===== src/rtl/mips_pkg.sv =====
// Shared definitions for the multicycle MIPS control path: state encodings,
// opcode/funct constants, ALU operation codes and datapath select encodings.
package mips_pkg;

  typedef enum logic [3:0] {
    S_FETCH    = 4'd0,
    S_DECODE   = 4'd1,
    S_MEMADR   = 4'd2,
    S_MEMREAD  = 4'd3,
    S_MEMWB    = 4'd4,
    S_MEMWRITE = 4'd5,
    S_EXECUTE  = 4'd6,
    S_ALUWB    = 4'd7,
    S_BRANCH   = 4'd8,
    S_ADDIEXEC = 4'd9,
    S_ADDIWB   = 4'd10,
    S_JUMP     = 4'd11
  } state_t;

  // Opcodes (IR[31:26])
  localparam logic [5:0] OP_RTYPE = 6'b000000;
  localparam logic [5:0] OP_LW    = 6'b100011;
  localparam logic [5:0] OP_SW    = 6'b101011;
  localparam logic [5:0] OP_BEQ   = 6'b000100;
  localparam logic [5:0] OP_ADDI  = 6'b001000;
  localparam logic [5:0] OP_J     = 6'b000010;

  // R-type funct codes (IR[5:0])
  localparam logic [5:0] FN_ADD = 6'b100000;
  localparam logic [5:0] FN_SUB = 6'b100010;
  localparam logic [5:0] FN_AND = 6'b100100;
  localparam logic [5:0] FN_OR  = 6'b100101;
  localparam logic [5:0] FN_SLT = 6'b101010;
  localparam logic [5:0] FN_MUL = 6'b011000;

  // ALU operation codes, shared with the ALU
  localparam logic [2:0] ALU_AND = 3'b000;
  localparam logic [2:0] ALU_OR  = 3'b001;
  localparam logic [2:0] ALU_ADD = 3'b010;
  localparam logic [2:0] ALU_ILL = 3'b011;
  localparam logic [2:0] ALU_SUB = 3'b100;
  localparam logic [2:0] ALU_MUL = 3'b101;
  localparam logic [2:0] ALU_SLT = 3'b110;

  // ALU operand B select
  localparam logic [1:0] SRCB_REG   = 2'b00;
  localparam logic [1:0] SRCB_FOUR  = 2'b01;
  localparam logic [1:0] SRCB_IMM   = 2'b10;
  localparam logic [1:0] SRCB_IMMSH = 2'b11;

  // Next-PC source select
  localparam logic [1:0] PC_ALURES = 2'b00;
  localparam logic [1:0] PC_ALUOUT = 2'b01;
  localparam logic [1:0] PC_JUMP   = 2'b10;

endpackage


===== src/rtl/alu_decoder.sv =====
// Combinational R-type funct decoder: maps FUNCT to an ALU operation and
// flags funct values the datapath does not implement.
module alu_decoder
  import mips_pkg::*;
(
  input  logic [5:0] i_funct,
  output logic [2:0] o_alu_control,
  output logic       o_funct_illegal
);

  // Funct lookup; unknown codes select the reserved ALU op and raise the flag
  always_comb begin
    o_alu_control   = ALU_ILL;
    o_funct_illegal = 1'b0;
    case (i_funct)
      FN_ADD:  o_alu_control = ALU_ADD;
      FN_SUB:  o_alu_control = ALU_SUB;
      FN_AND:  o_alu_control = ALU_AND;
      FN_OR:   o_alu_control = ALU_OR;
      FN_SLT:  o_alu_control = ALU_SLT;
      FN_MUL:  o_alu_control = ALU_MUL;
      default: begin
        o_alu_control   = ALU_ILL;
        o_funct_illegal = 1'b1;
      end
    endcase
  end

endmodule


===== src/rtl/multicycle_control_unit.sv =====
// Moore control FSM for the multicycle MIPS datapath. Outputs decode from the
// current state (plus MEM_READY in FETCH and ZERO_Flag in BRANCH); the state,
// the illegal-instruction pulse and the retired-instruction counter are registered.
module multicycle_control_unit
  import mips_pkg::*;
#(
  parameter int OPCODE_WIDTH     = 6,
  parameter int FUNCT_WIDTH      = 6,
  parameter int ALUControl_WIDTH = 3,
  parameter int COUNT_WIDTH      = 32
) (
  input  logic                        CLK,
  input  logic                        RST,
  input  logic [OPCODE_WIDTH-1:0]     OPCODE,
  input  logic [FUNCT_WIDTH-1:0]      FUNCT,
  input  logic                        ZERO_Flag,
  input  logic                        MEM_READY,
  output logic                        IorD,
  output logic                        MemWrite,
  output logic                        IRWrite,
  output logic                        RegDst,
  output logic                        MemtoReg,
  output logic                        RegWrite,
  output logic                        ALUSrcA,
  output logic [1:0]                  ALUSrcB,
  output logic [ALUControl_WIDTH-1:0] ALU_Control,
  output logic [1:0]                  PCSrc,
  output logic                        PCEn,
  output logic                        ILLEGAL_OP,
  output logic [3:0]                  STATE,
  output logic [COUNT_WIDTH-1:0]      INSTR_COUNT
);

  state_t                 r_state;
  state_t                 w_next;
  logic                   r_illegal;
  logic [COUNT_WIDTH-1:0] r_count;

  logic       w_iord, w_memwrite, w_irwrite, w_regdst, w_memtoreg, w_regwrite;
  logic       w_srca, w_pcwrite, w_branch, w_illegal, w_retire;
  logic [1:0] w_srcb, w_pcsrc;
  logic [2:0] w_alu_control;
  logic [2:0] w_dec_alu;
  logic       w_dec_illegal;

  alu_decoder u_alu_decoder (
    .i_funct         (FUNCT),
    .o_alu_control   (w_dec_alu),
    .o_funct_illegal (w_dec_illegal)
  );

  // State register; reset abandons any instruction in flight
  always_ff @(posedge CLK or posedge RST) begin
    if (RST) r_state <= S_FETCH;
    else     r_state <= w_next;
  end

  // Illegal pulse is high for the one cycle after the illegal decode/execute
  always_ff @(posedge CLK or posedge RST) begin
    if (RST) r_illegal <= 1'b0;
    else     r_illegal <= w_illegal;
  end

  // Retired-instruction counter, wraps naturally at its width
  always_ff @(posedge CLK or posedge RST) begin
    if (RST)           r_count <= '0;
    else if (w_retire) r_count <= r_count + {{(COUNT_WIDTH-1){1'b0}}, 1'b1};
    else               r_count <= r_count;
  end

  // Next-state and per-state control decode; everything defaults to idle/ADD
  always_comb begin
    w_next        = r_state;
    w_iord        = 1'b0;
    w_memwrite    = 1'b0;
    w_irwrite     = 1'b0;
    w_regdst      = 1'b0;
    w_memtoreg    = 1'b0;
    w_regwrite    = 1'b0;
    w_srca        = 1'b0;
    w_srcb        = SRCB_REG;
    w_alu_control = ALU_ADD;
    w_pcsrc       = PC_ALURES;
    w_pcwrite     = 1'b0;
    w_branch      = 1'b0;
    w_illegal     = 1'b0;
    w_retire      = 1'b0;
    case (r_state)
      S_FETCH: begin
        w_srcb    = SRCB_FOUR;
        w_irwrite = MEM_READY;
        w_pcwrite = MEM_READY;
        if (MEM_READY) w_next = S_DECODE;
        else           w_next = S_FETCH;
      end
      S_DECODE: begin
        w_srcb = SRCB_IMMSH;
        case (OPCODE)
          OP_LW, OP_SW: w_next = S_MEMADR;
          OP_RTYPE:     w_next = S_EXECUTE;
          OP_BEQ:       w_next = S_BRANCH;
          OP_ADDI:      w_next = S_ADDIEXEC;
          OP_J:         w_next = S_JUMP;
          default: begin
            w_next    = S_FETCH;
            w_illegal = 1'b1;
          end
        endcase
      end
      S_MEMADR: begin
        w_srca = 1'b1;
        w_srcb = SRCB_IMM;
        // IR is stable for the whole instruction, so the opcode still tells lw from sw
        if (OPCODE == OP_SW) w_next = S_MEMWRITE;
        else                 w_next = S_MEMREAD;
      end
      S_MEMREAD: begin
        w_iord = 1'b1;
        if (MEM_READY) w_next = S_MEMWB;
        else           w_next = S_MEMREAD;
      end
      S_MEMWB: begin
        w_memtoreg = 1'b1;
        w_regwrite = 1'b1;
        w_retire   = 1'b1;
        w_next     = S_FETCH;
      end
      S_MEMWRITE: begin
        w_iord     = 1'b1;
        w_memwrite = 1'b1;
        if (MEM_READY) begin
          w_retire = 1'b1;
          w_next   = S_FETCH;
        end else begin
          w_next   = S_MEMWRITE;
        end
      end
      S_EXECUTE: begin
        w_srca        = 1'b1;
        w_srcb        = SRCB_REG;
        w_alu_control = w_dec_alu;
        if (w_dec_illegal) begin
          w_illegal = 1'b1;
          w_next    = S_FETCH;
        end else begin
          w_next    = S_ALUWB;
        end
      end
      S_ALUWB: begin
        w_regdst   = 1'b1;
        w_regwrite = 1'b1;
        w_retire   = 1'b1;
        w_next     = S_FETCH;
      end
      S_BRANCH: begin
        w_srca        = 1'b1;
        w_alu_control = ALU_SUB;
        w_pcsrc       = PC_ALUOUT;
        w_branch      = 1'b1;
        w_retire      = 1'b1;
        w_next        = S_FETCH;
      end
      S_ADDIEXEC: begin
        w_srca = 1'b1;
        w_srcb = SRCB_IMM;
        w_next = S_ADDIWB;
      end
      S_ADDIWB: begin
        w_regwrite = 1'b1;
        w_retire   = 1'b1;
        w_next     = S_FETCH;
      end
      S_JUMP: begin
        w_pcsrc   = PC_JUMP;
        w_pcwrite = 1'b1;
        w_retire  = 1'b1;
        w_next    = S_FETCH;
      end
      default: w_next = S_FETCH;
    endcase
  end

  // Enables are gated by RST so nothing writes while reset is asserted
  assign IorD        = w_iord;
  assign MemWrite    = w_memwrite & ~RST;
  assign IRWrite     = w_irwrite & ~RST;
  assign RegDst      = w_regdst;
  assign MemtoReg    = w_memtoreg;
  assign RegWrite    = w_regwrite & ~RST;
  assign ALUSrcA     = w_srca;
  assign ALUSrcB     = w_srcb;
  assign ALU_Control = w_alu_control;
  assign PCSrc       = w_pcsrc;
  assign PCEn        = (w_pcwrite | (w_branch & ZERO_Flag)) & ~RST;
  assign ILLEGAL_OP  = r_illegal;
  assign STATE       = r_state;
  assign INSTR_COUNT = r_count;

endmodule


===== config.mk =====
export PLATFORM = sky130hd
export DESIGN_NAME = multicycle_control_unit
export DESIGN_NICKNAME = d
export VERILOG_FILES = /design/src/rtl/mips_pkg.sv /design/src/rtl/alu_decoder.sv /design/src/rtl/multicycle_control_unit.sv
export SDC_FILE = /design/constraint.sdc
export NUM_CORES = 1
export LEC_CHECK = 0
export CAP_MARGIN = 20
export CORE_MARGIN = 5
export CORE_UTILIZATION = 49
export CTS_BUF_LIST = sky130_fd_sc_hd__clkbuf_4 sky130_fd_sc_hd__clkbuf_8
export DETAILED_ROUTE_END_ITERATION = 12
export PLACE_DENSITY = 0.83
export SETUP_SLACK_MARGIN = 0.02
export SLEW_MARGIN = 25
export SYNTH_ARGS = -nofsm -noshare
export SYNTH_HDL_FRONTEND = slang
export SYNTH_HIERARCHICAL = 1
export SYNTH_SLANG_ARGS = --single-unit

===== constraint.sdc =====
create_clock -name CLK -period 2.9 [get_ports CLK]
set_clock_uncertainty 0.05 [all_clocks]
set_input_delay 0.29 -clock CLK [delete_from_list [all_inputs] [get_ports CLK]]
set_output_delay 0.29 -clock CLK [all_outputs]
set_load 0.03 [all_outputs]

* Yosys cells after proc, flatten, opt, wreduce, memory -nomap -nowiden
Cells that the tools add are included.
Word-level totals: input port bits 16, bits in registers 37, output and inout bits 52
Operators by class: equality and inequality tests 22, $add $sub $neg 1, reduce and logical (&&, ||, !) cells 10, multiplexer cells 25, bitwise logic cells 7
Operators by type and width (number):
- 6-bit == test (second input constant) | 7
- 32-bit by 1-bit adder with 32-bit output (second input constant) | 1
- 4-bit one-hot mux with 7 select lines | 1
- 4-bit one-hot mux with 5 select lines | 1
- 3-bit one-hot mux with 6 select lines | 1
- 4-bit by 3-bit == test with 1-bit output (second input constant) | 4
- 4-bit == test (second input constant) | 4
- 1-bit 2-to-1 mux | 12
- 3-bit 2-to-1 mux | 4
- 6-bit OR reduction | 2
- 4-bit by 2-bit == test with 1-bit output (second input constant) | 2
- 6-bit by 2-bit == test with 1-bit output (second input constant) | 1
- 6-bit by 3-bit == test with 1-bit output (second input constant) | 1
- 6-bit by 4-bit == test with 1-bit output (second input constant) | 1
- 6-bit by 5-bit == test with 1-bit output (second input constant) | 1
- 6-bit logical NOT | 1
- 1-bit one-hot mux with 2 select lines | 3
- 2-bit one-hot mux with 3 select lines | 1
- 3-bit one-hot mux with 2 select lines | 1
- 2-bit OR reduction | 3
- 1-bit bitwise AND | 5
- 5-bit OR reduction | 1
- 4-bit by 1-bit == test with 1-bit output (second input constant) | 1
- 4-bit logical NOT | 1
- other kinds (5) | 5

* Logic depth before layout (Yosys ltp)
Gate-level depths: netlist (run 1).
depth after elaboration 5, depth in mapped cells 7

* Hierarchy
Netlist (run 1), hierarchy kept.
Modules (own cells, without submodules):
- multicycle_control_unit | instances 1, area each 2115.8 µm², cells each 232, seq. area each 925.9 µm²
- alu_decoder | instances 1, area each 116.4 µm², cells each 16, seq. area each 0.0 µm²

* Least setup slack after synthesis (run 1)
No wires, ideal clock.
path kind reg-to-output, from register r_state[3], in the netlist STATE[3], to output RegWrite, stages on the path, launching flop included 5, setup slack 567 ps, data required time 2560 ps, arrival 1993 ps, cells stage by stage dfrtp_1 nand2b_1 nor3_1 a21oi_1 nor2_1
On the way: longest elaborated chain between the ends 4, elaborated cells between the ends (all ways) 6
RTL lines:
- start: declaration | line multicycle_control_unit.sv:34 | state_t r_state;
- start signal: assignment | line multicycle_control_unit.sv:55 | else r_state <= w_next;
- 4-bit == test / 4-bit by 3-bit == test with 1-bit output (equally long branches) | line multicycle_control_unit.sv:88 | case (r_state)
- 3-bit OR reduction (no line) *
- 1-bit 2-to-1 mux * | line multicycle_control_unit.sv:88
- 1-bit bitwise AND * | line multicycle_control_unit.sv:189 | assign RegWrite = w_regwrite & ~RST;
- end: declaration | line multicycle_control_unit.sv:23 | output logic RegWrite,
Mark *: on every way between the ends. The rest lies on a longest branch, timed or not.

* Worst setup path after layout (run 1)
from input FUNCT[1], to output ALU_Control[1]
On the way: longest elaborated chain between the ends 3, elaborated cells between the ends (all ways) 8
RTL lines:
- start: declaration | line multicycle_control_unit.sv:15 | input logic [FUNCT_WIDTH-1:0] FUNCT,
- 6-bit by 5-bit == test with 1-bit output / 6-bit == test (equally long branches) | line alu_decoder.sv:15 | case (i_funct)
- 3-bit one-hot mux with 6 select lines * | line alu_decoder.sv:15
- net w_dec_alu[1] | line multicycle_control_unit.sv:43 | logic [2:0] w_dec_alu;
- 3-bit one-hot mux with 2 select lines * | line multicycle_control_unit.sv:88
- end: declaration | line multicycle_control_unit.sv:26 | output logic [ALUControl_WIDTH-1:0] ALU_Control,
Mark *: on every way through the listed nets, which the timed path passes. The rest lies on a longest branch.

==> results of run 1 <==
-- layout make-up --
type | count | share of cell area [%]
multi-input combinational | 192 | 39.9
inverter | 9 | 1.11
clock buffer | 7 | 2.96
sequential | 37 | 30.4
tap | 52 | 2.14
timing repair buffer | 73 | 23.4
-- per-stage QoR --
step / hold slack (ns) / std cells
3_5_place_dp: 0.419 / 363
6_report: 0.427 / 370
2_1_floorplan: 0.425 / 248
4_1_cts: 0.431 / 370
5_1_grt: 0.463 / 370
3_3_place_gp: 0.413 / 363
-- layout by cell type (no fill, tap or decap), drive strengths merged, types with 7 or more instances in the layout --
cell / Yosys / final
a21oi: 7 / 7
buf: 4 / 7
clkbuf: 6 / 7
clkdlybuf4s50: 0 / 66
dfrtp: 37 / 37
inv: 9 / 9
nand2: 17 / 17
nand3: 24 / 24
nor2: 24 / 24
nor3: 17 / 17
o21ai: 9 / 9
xnor2: 18 / 18
xor2: 16 / 16
-- cells by family (layout without fill, tap and decap cells) --
logic type	after synthesis	count (layout)	synth area share (%)
multiplexers	2	2	0.953
XOR/XNOR	34	34	13.7
flip-flops	37	37	41.5
AO/OA/AOI/OAI	32	32	9.25
adder cells (fa/ha/maj)	1	1	0.560
AND/OR/NAND/NOR	123	123	30.0
buffers and inverters	19	89	4.09
-- flip-flops by register name, indices dropped and copies added (netlist names) --
register / cells
ILLEGAL_OP: 1
INSTR_COUNT: 32
STATE: 4
-- per-layer routing --
metal | vias up | track usage [%] | part of all wire [%] | wire [um]
li1 | 1015 | - | - | -
met4 | 0 | 5.15 | 1.1 | 61
met1 | 978 | 25.6 | 46 | 2490
met2 | 62 | 30.6 | 49 | 2680
met3 | 7 | 3.36 | 4.2 | 227
met5 | - | 0 | 0 | 0
-- power by group through the flow --
stage	clock [mW]	combinational [mW]	sequential (mW)
after global routing	0.397	0.644	0.631
final	0.369	0.604	0.624
after detailed placement	0	0.605	0.632
after global placement	0	0.597	0.630
after CTS	0.373	0.606	0.622
after floorplan	0	0.319	0.685
-- worst paths after layout --
path | endpoint | slack [ns]
max | ALU_Control[1] | 0.34
max reg2reg | INSTR_COUNT[30] | 0.54
min reg2reg | INSTR_COUNT[31] | 0.43
min | INSTR_COUNT[31] | 0.43
min in group asynchronous | INSTR_COUNT[18] | 0.54
max in group asynchronous | STATE[0] | 1.95
-- worst max-delay path, stage by stage --
cell             delay [ns]
clkdlybuf4s50_1        0.59
nand4bb_1              0.18
a21boi_0               0.19
o31a_1                 0.13
nor2_1                 0.04
o21bai_1               0.11
clkdlybuf4s50_1        0.68
==> impl_metrics.yaml, run 1 <==
sta:
  grt_setup_unrepaired: "no"
  fin_crit_ns: 2.56
  max_slew_margin_pct: 53.4
  tns_ns: 0
  hold_violations: 0
  tightest_slew_ns: 0.694
  slew_viol_final: 0
  fin_crit_sh_pct: 88.2
  setup_viol: 0
  final.setup.worst_slack_ns: 0.342
  fmax_ghz: 0.391
floorplanning:
  placementRows: 24
  die_area_um2: 6010
  io_pins: 68
  core_region_area_um2: 4380
  die_w_um: 77.5
  initial_utilization_pct: 50.9
  die_h_um: 77.5
global_routing:
  track_usage_pct: 18.7
  antenna_found_initial: 0
  grt_pass1_vias: 1958
  grt.overflow.total: 0
  grt_pass1_wl_um: 9290
  grt_max_degree: 38
clock_network:
  clk_pin_slew_ns: 0.07
  cts_tree: "yes"
  cts-buffers-inserted: 5
  post-cts-setup-buffers: 0
  htree_levels: 2
  clock_path_buffers: 2
  cts_resized: 0
  hold_buffers: 0
  cts_root_buf: "clkbuf_8"
  cts_sinks: 37
  clk_latency_ns: 0.28
worst_setup_path:
  worstPathRequired_ns: 2.56
  end_kind: "output port"
  ff2ff_path_depth: 5
  cp_max_fo: 8
  crit_type: "in -> out"
  cp.arrival_ns: 2.22
  worstSetupStartpointType: "primary input"
  crit_start: "FUNCT[1]"
  r2r_start: "STATE[0]"
route:
  vias: 2062
  viasPerCell: 5.57
  dr.first_iter.drc_count: 166
  first_pass_iters: 5
  wl_per_cell_um: 14.8
  antenna_left: 0
  drc: 0
  wirelength_um: 5460
pwr:
  switching_share_pct: 36.6
  p_int_mw: 1.01
  total_power_mw: 1.60
  p_sw_mw: 0.584
  pwr-share-clk_pct: 23.1
  seqPwrFrac_pct: 39.1
  peakVddDrop_v: 0.000461
  power.density_nw_per_um2: 525
  p_leak_nw: 1.29
  comb_power_share_pct: 37.9
yosys:
  yosys-top-cells-count: "dfrtp_1, nand3_1, nor2_1"
  netlist.area_leader.share_pct: 41.5
  synth_cells: 248
  synth_edf_count: 0
  synth.net_count: 265
  syn_avg_cell_area_um2: 9.00
  yosys_warnings: 6
  ys_async_sr_fraction_pct: 100
  synth_seq_cells: 37
  synth.cell_area_um2: 2230
  seq_area_frac_synth_pct: 41.5
  ys_top_cells_by_area: "dfrtp_1, xnor2_1, xor2_1"
  ys.flop_type: "dfrtp_1"
  yosys.area.top_type: "dfrtp_1"
  synth_cell_types: 48
  synth_most_common_cell: "dfrtp_1"
placement:
  place_congestion: 0.853
  numPortBuffers: 67
  detailed_place_hpwl_um: 4170
  placed_area_um2: 2950
  dp_slack_ns: 0.339
worst_hold_path:
  hold_start: "INSTR_COUNT[31]"
  worstHoldPathCells: 1
  hold_path.class: "reg -> reg"
cells_and_area:
  diodes: 0
  nets: 335
  syn2layout_area_growth_pct: 36.3
  layout-drive-gt1-share_pct: 7.55
  multi_input_area_um2: 1210
  nFillCells: 348
  post-route-util_pct: 69.4
  final-seq-area_um2: 926
  postLayoutCellArea_um2: 3040
outcome:
  outcome: "completed"
job:
  cap_violations: 0
Power figures use the tool's default switching activity.
==> run 2, diff against run 1 <==
CELL_PAD_IN_SITES_DETAIL_PLACEMENT = 1   (was unset)
CELL_PAD_IN_SITES_GLOBAL_PLACEMENT = 1   (was unset)
CORE_UTILIZATION = 36   (was 49)
HOLD_SLACK_MARGIN = 0.08   (was unset)
PLACE_DENSITY = unset   (was 0.83)
PLACE_DENSITY_LB_ADDON = 0.1   (was unset)
==> impl_metrics.yaml, run 2 (synthesis results as in run 1) <==
cells_and_area:
  multi_input_area_um2: 1210
  nets: 338
  nFillCells: 717
  final-seq-area_um2: 926
  final_common_cell: "clkdlybuf4s50_1"
  syn2layout_area_growth_pct: 39.1
  largest_register_ffs: 32
  instances_no_fill: 397
  layout-drive-gt1-share_pct: 8.70
  diodes: 0
  mostFrequentLayoutCells: "clkdlybuf4s50_1, dfrtp_1, nor2_1, nand3_1"
  post-route-util_pct: 51.8
clock_network:
  clk_latency_ns: 0.28
  cts-buffers-inserted: 5
  post-cts-setup-buffers: 0
  cts_tree: "yes"
  htree_levels: 2
  cts_root_buf: "clkbuf_8"
  clock_path_buffers: 2
  hold_buffers: 0
  cts_sinks: 37
  cts_resized: 0
  clk_pin_slew_ns: 0.07
global_routing:
  grt_max_degree: 38
  antenna_found_initial: 0
  grt_pass1_vias: 2037
  grt_pass1_wl_um: 10100
  grt.overflow.total: 0
  track_usage_pct: 16.0
route:
  antenna_left: 0
  vias: 2052
  dr.first_iter.drc_count: 72
  drc: 0
  first_pass_iters: 4
  wirelength_um: 6100
  viasPerCell: 5.17
  wl_per_cell_um: 15.4
floorplanning:
  io_pins: 68
  die_w_um: 88.7
  placementRows: 28
  die_h_um: 88.7
  initial_utilization_pct: 37.3
  core_region_area_um2: 5990
  die_area_um2: 7870
worst_setup_path:
  slowest_delay_ns: 0.68
  cp_slowest_cell: "clkdlybuf4s50_1"
  r2r_slack_ns: 0.49
  cp.arrival_ns: 2.23
  end_kind: "output port"
  worstSetupStartpointType: "primary input"
  worstPathRequired_ns: 2.56
  cpMostUsedCell: "clkdlybuf4s50_1"
  cp_max_fo: 8
  crit_type: "in -> out"
  path_cells: "clkdlybuf4s50_1, nand4bb_1, a21boi_0, o31a_1, nor2_1, o21bai_1, clkdlybuf4s50_1"
  r2r_start: "STATE[0]"
  rr_endpoint: "INSTR_COUNT[30]"
  ff2ff_path_depth: 5
sta:
  hold_violations: 0
  slew_viol_final: 0
  fin_crit_ns: 2.57
  fin_crit_sh_pct: 88.6
  holdWs_ns: 0.444
  fmax_ghz: 0.389
  tightest_slew_ns: 0.750
  grt_setup_unrepaired: "no"
  tns_ns: 0
  max_slew_margin_pct: 49.6
  setup_viol: 0
pwr:
  comb_power_share_pct: 37.6
  seqPwrFrac_pct: 37.9
  p_leak_nw: 1.31
  power.density_nw_per_um2: 530
  p_sw_mw: 0.606
  switching_share_pct: 36.8
  p_int_mw: 1.04
  pwr-share-clk_pct: 24.6
  peakVddDrop_v: 0.000337
worst_hold_path:
  hold_path.class: "reg -> reg"
  min_to: "INSTR_COUNT[9]"
  hold_start: "INSTR_COUNT[9]"
  worstHoldPathCells: 1
job:
  cap_violations: 0
placement:
  place_congestion: 0.788
  numPortBuffers: 67
  dp.cells: 389
  detailed_place_hpwl_um: 4650
outcome:
  outcome: "completed"
run 2: cell count changes in the layout (fill, tap and decap cells not counted), sizes merged:
cell    change
buf         +3
clkinv      +1
run 2: worst max-delay path: cells and delay by family:
kind | cells | cell delay [ns]
buffers and inverters | 2 | 1.27
AO/OA/AOI/OAI | 3 | 0.44
AND/OR/NAND/NOR | 2 | 0.23
run 2: how the worst max path moves through the flow:
stage                           to      from
CTS                 ALU_Control[1]  FUNCT[1]
floorplan                 RegWrite  STATE[3]
detailed placement  ALU_Control[1]  FUNCT[1]
global placement    ALU_Control[1]  FUNCT[1]
global route        ALU_Control[2]  FUNCT[5]
finish              ALU_Control[1]  FUNCT[1]
run 2: metal layers:
layer  global-route usage, %  vias to the layer above  routed length [um]
met5                       0                        -                   0
met2                    24.0                       46                2630
met1                    24.3                      988                3160
met3                    3.17                        2                 294
li1                        -                     1016                   -
met4                    2.47                        0                  17
run 2: final cells by class:
class	count	area share (%)
Clock buffer	7	3.10
Clock inverter	1	0.161
Inverter	9	1.09
Multi-Input combinational cell	192	39.1
Sequential cell	37	29.8
Tap cell	75	3.02
Timing Repair Buffer	76	23.7
run 2: through the flow:
| step | worst slack, ns | area (um2) | power (mW) |
|---|---|---|---|
| 5_1_grt | 0.210 | 3110 | 1.74 |
| 3_5_place_dp | 0.341 | 3000 | 1.26 |
| 2_1_floorplan | 0.567 | 2230 | 1.00 |
| 3_3_place_gp | 0.372 | 3000 | 1.25 |
| 6_report | 0.331 | 3110 | 1.65 |
| 4_1_cts | 0.344 | 3110 | 1.66 |
run 2: power by group through the flow:
stage	clock (mW)	sequential, mW	combinational (mW)
2_1_floorplan	0	0.685	0.319
3_3_place_gp	0	0.635	0.617
3_5_place_dp	0	0.634	0.625
4_1_cts	0.409	0.625	0.626
5_1_grt	0.434	0.637	0.667
6_report	0.404	0.624	0.618
==> run 3, diff against run 2 <==
CORE_UTILIZATION = 32   (was 36)
SETUP_SLACK_MARGIN = 0.3   (was 0.02)
clock period = 2.1 ns   (was 2.9 ns; I/O delays follow)
==> impl_metrics.yaml, run 3 (synthesis results as in run 1) <==
clock_network:
  cts_root_buf: "clkbuf_8"
  clk_latency_ns: 0.29
  cts_sinks: 37
  clk_pin_slew_ns: 0.07
  cts-buffers-inserted: 5
  clock_path_buffers: 2
  htree_levels: 2
  hold_buffers: 0
  cts_tree: "yes"
worst_setup_path:
  worstPathRequired_ns: 2.23
  crit_family: "simple AND/OR/NAND/NOR gates"
  r2r_slack_ns: 0.07
  ff2ff_path_depth: 5
  crit_type: "reg -> reg"
  cp_max_fo: 5
  path_buf_inv: 0
  worstSetupStartpointType: "flip-flop"
  cp.arrival_ns: 2.16
  cp_slowest_cell: "or4b_4"
  rr_endpoint: "INSTR_COUNT[30]"
  path_cells: "nand2b_4, o22a_4, or3_4, or4b_4, xnor2_2"
  slowest_delay_ns: 0.51
  r2r_start: "STATE[2]"
  end_kind: "flip-flop"
outcome:
  outcome: "completed"
cells_and_area:
  post-route-util_pct: 57.2
  final_common_cell: "buf_4"
  diodes: 0
  mostFrequentLayoutCells: "buf_4, clkdlybuf4s50_1, dfrtp_1, nand3_1, nor2_1"
  instances_no_fill: 464
  nets: 384
  nFillCells: 780
  layout-drive-gt1-share_pct: 38.9
  syn2layout_area_growth_pct: 74.2
  largest_register_ffs: 32
global_routing:
  grt_pass1_wl_um: 11800
  grt.overflow.total: 0
  grt_max_degree: 38
  grt_pass1_vias: 2368
  antenna_found_initial: 0
  track_usage_pct: 16.8
placement:
  dp_slack_ns: 0.0177
  place_congestion: 0.759
  dp.cells: 427
  numPortBuffers: 67
  detailed_place_hpwl_um: 5160
route:
  viasPerCell: 5.00
  dr.first_iter.drc_count: 77
  wirelength_um: 7940
  wl_per_cell_um: 17.1
  vias: 2318
  drc: 0
  antenna_left: 0
  first_pass_iters: 4
worst_hold_path:
  hold_path.class: "reg -> reg"
  min_to: "INSTR_COUNT[31]"
  worstHoldPathCells: 1
  hold_start: "INSTR_COUNT[31]"
sta:
  fmax_ghz: 0.493
  tns_ns: 0
  final.setup.worst_slack_ns: 0.0717
  hold_violations: 0
  max_slew_margin_pct: 53.2
  fin_crit_ns: 2.03
  fin_crit_sh_pct: 96.6
  tightest_slew_ns: 0.701
  grt_setup_unrepaired: "yes"
  holdWs_ns: 0.431
  setup_viol: 0
  slew_viol_final: 0
pwr:
  peakVddDrop_v: 0.000586
  seqPwrFrac_pct: 32.4
  p_int_mw: 1.65
  pwr-share-clk_pct: 19.9
  switching_share_pct: 37.6
  power.density_nw_per_um2: 679
  comb_power_share_pct: 47.7
  p_leak_nw: 1.83
  p_sw_mw: 0.991
job:
  cap_violations: 0
floorplanning:
  initial_utilization_pct: 32.9
  die_area_um2: 8750
  io_pins: 68
  placementRows: 30
  die_h_um: 93.5
  die_w_um: 93.5
  core_region_area_um2: 6790
## run 3: cell count changes in the layout (fill, tap and decap cells not counted), sizes merged
| cell | change |
|---|---|
| buf | +58 |
| dlygate4sd2 | +7 |
| clkbuf | +3 |
| clkdlybuf4s50 | -23 |
| clkinv | -1 |
| dlymetal6s2s | +2 |
## run 3: metal layers
layer / routed length, um / global-route usage, % / up-vias / part of all wire, %
li1: - / - / 1104 / -
met1: 3470 / 22.4 / 1154 / 44
met2: 4050 / 26.6 / 48 / 51
met3: 288 / 3.70 / 12 / 3.6
met4: 121 / 6.35 / 0 / 1.5
met5: 0 / 0 / - / 0
## run 3: metrics by stage
step	total power, mW	area [um2]
global placement	1.81	3240
global route	2.78	3890
CTS	2.43	3540
finish	2.64	3890
floorplan	1.42	2320
detailed placement	1.83	3240
## run 3: worst max-delay path by stage
stage / startpoint / end / slack, ns / cells after the start
after floorplan: STATE[1] / INSTR_COUNT[30] / 0.008 / 6
after global placement: MEM_READY / INSTR_COUNT[22] / 0.05 / 6
after detailed placement: FUNCT[4] / STATE[2] / 0.02 / 8
after CTS: STATE[2] / INSTR_COUNT[30] / 0.13 / 5
after global routing: STATE[2] / INSTR_COUNT[30] / 0.01 / 5
final: STATE[2] / INSTR_COUNT[30] / 0.07 / 5
## run 3: cell type report
cell class / instances / area, um2 / share of cell area [%]
clock buffers: 8 / 91.3 / 2.35
inverters: 9 / 33.8 / 0.869
multi-input cells: 192 / 1560 / 40.1
flip-flops and latches: 37 / 938 / 24.1
well taps: 96 / 120 / 3.09
repair buffers: 122 / 1150 / 29.5
## run 3: timing repair
item,4_1_cts,5_1_grt
buffers inserted,12,17
pin swaps,15,18
setup endpoints to repair,35,38
resized for setup,80,78
## run 3: power by group through the flow
stage | logic (mW) | clock network [mW] | registers [mW]
final | 1.26 | 0.525 | 0.854
after global routing | 1.34 | 0.574 | 0.864
after CTS | 1.04 | 0.542 | 0.848
after detailed placement | 0.954 | 0 | 0.874
after global placement | 0.940 | 0 | 0.873
after floorplan | 0.467 | 0 | 0.956
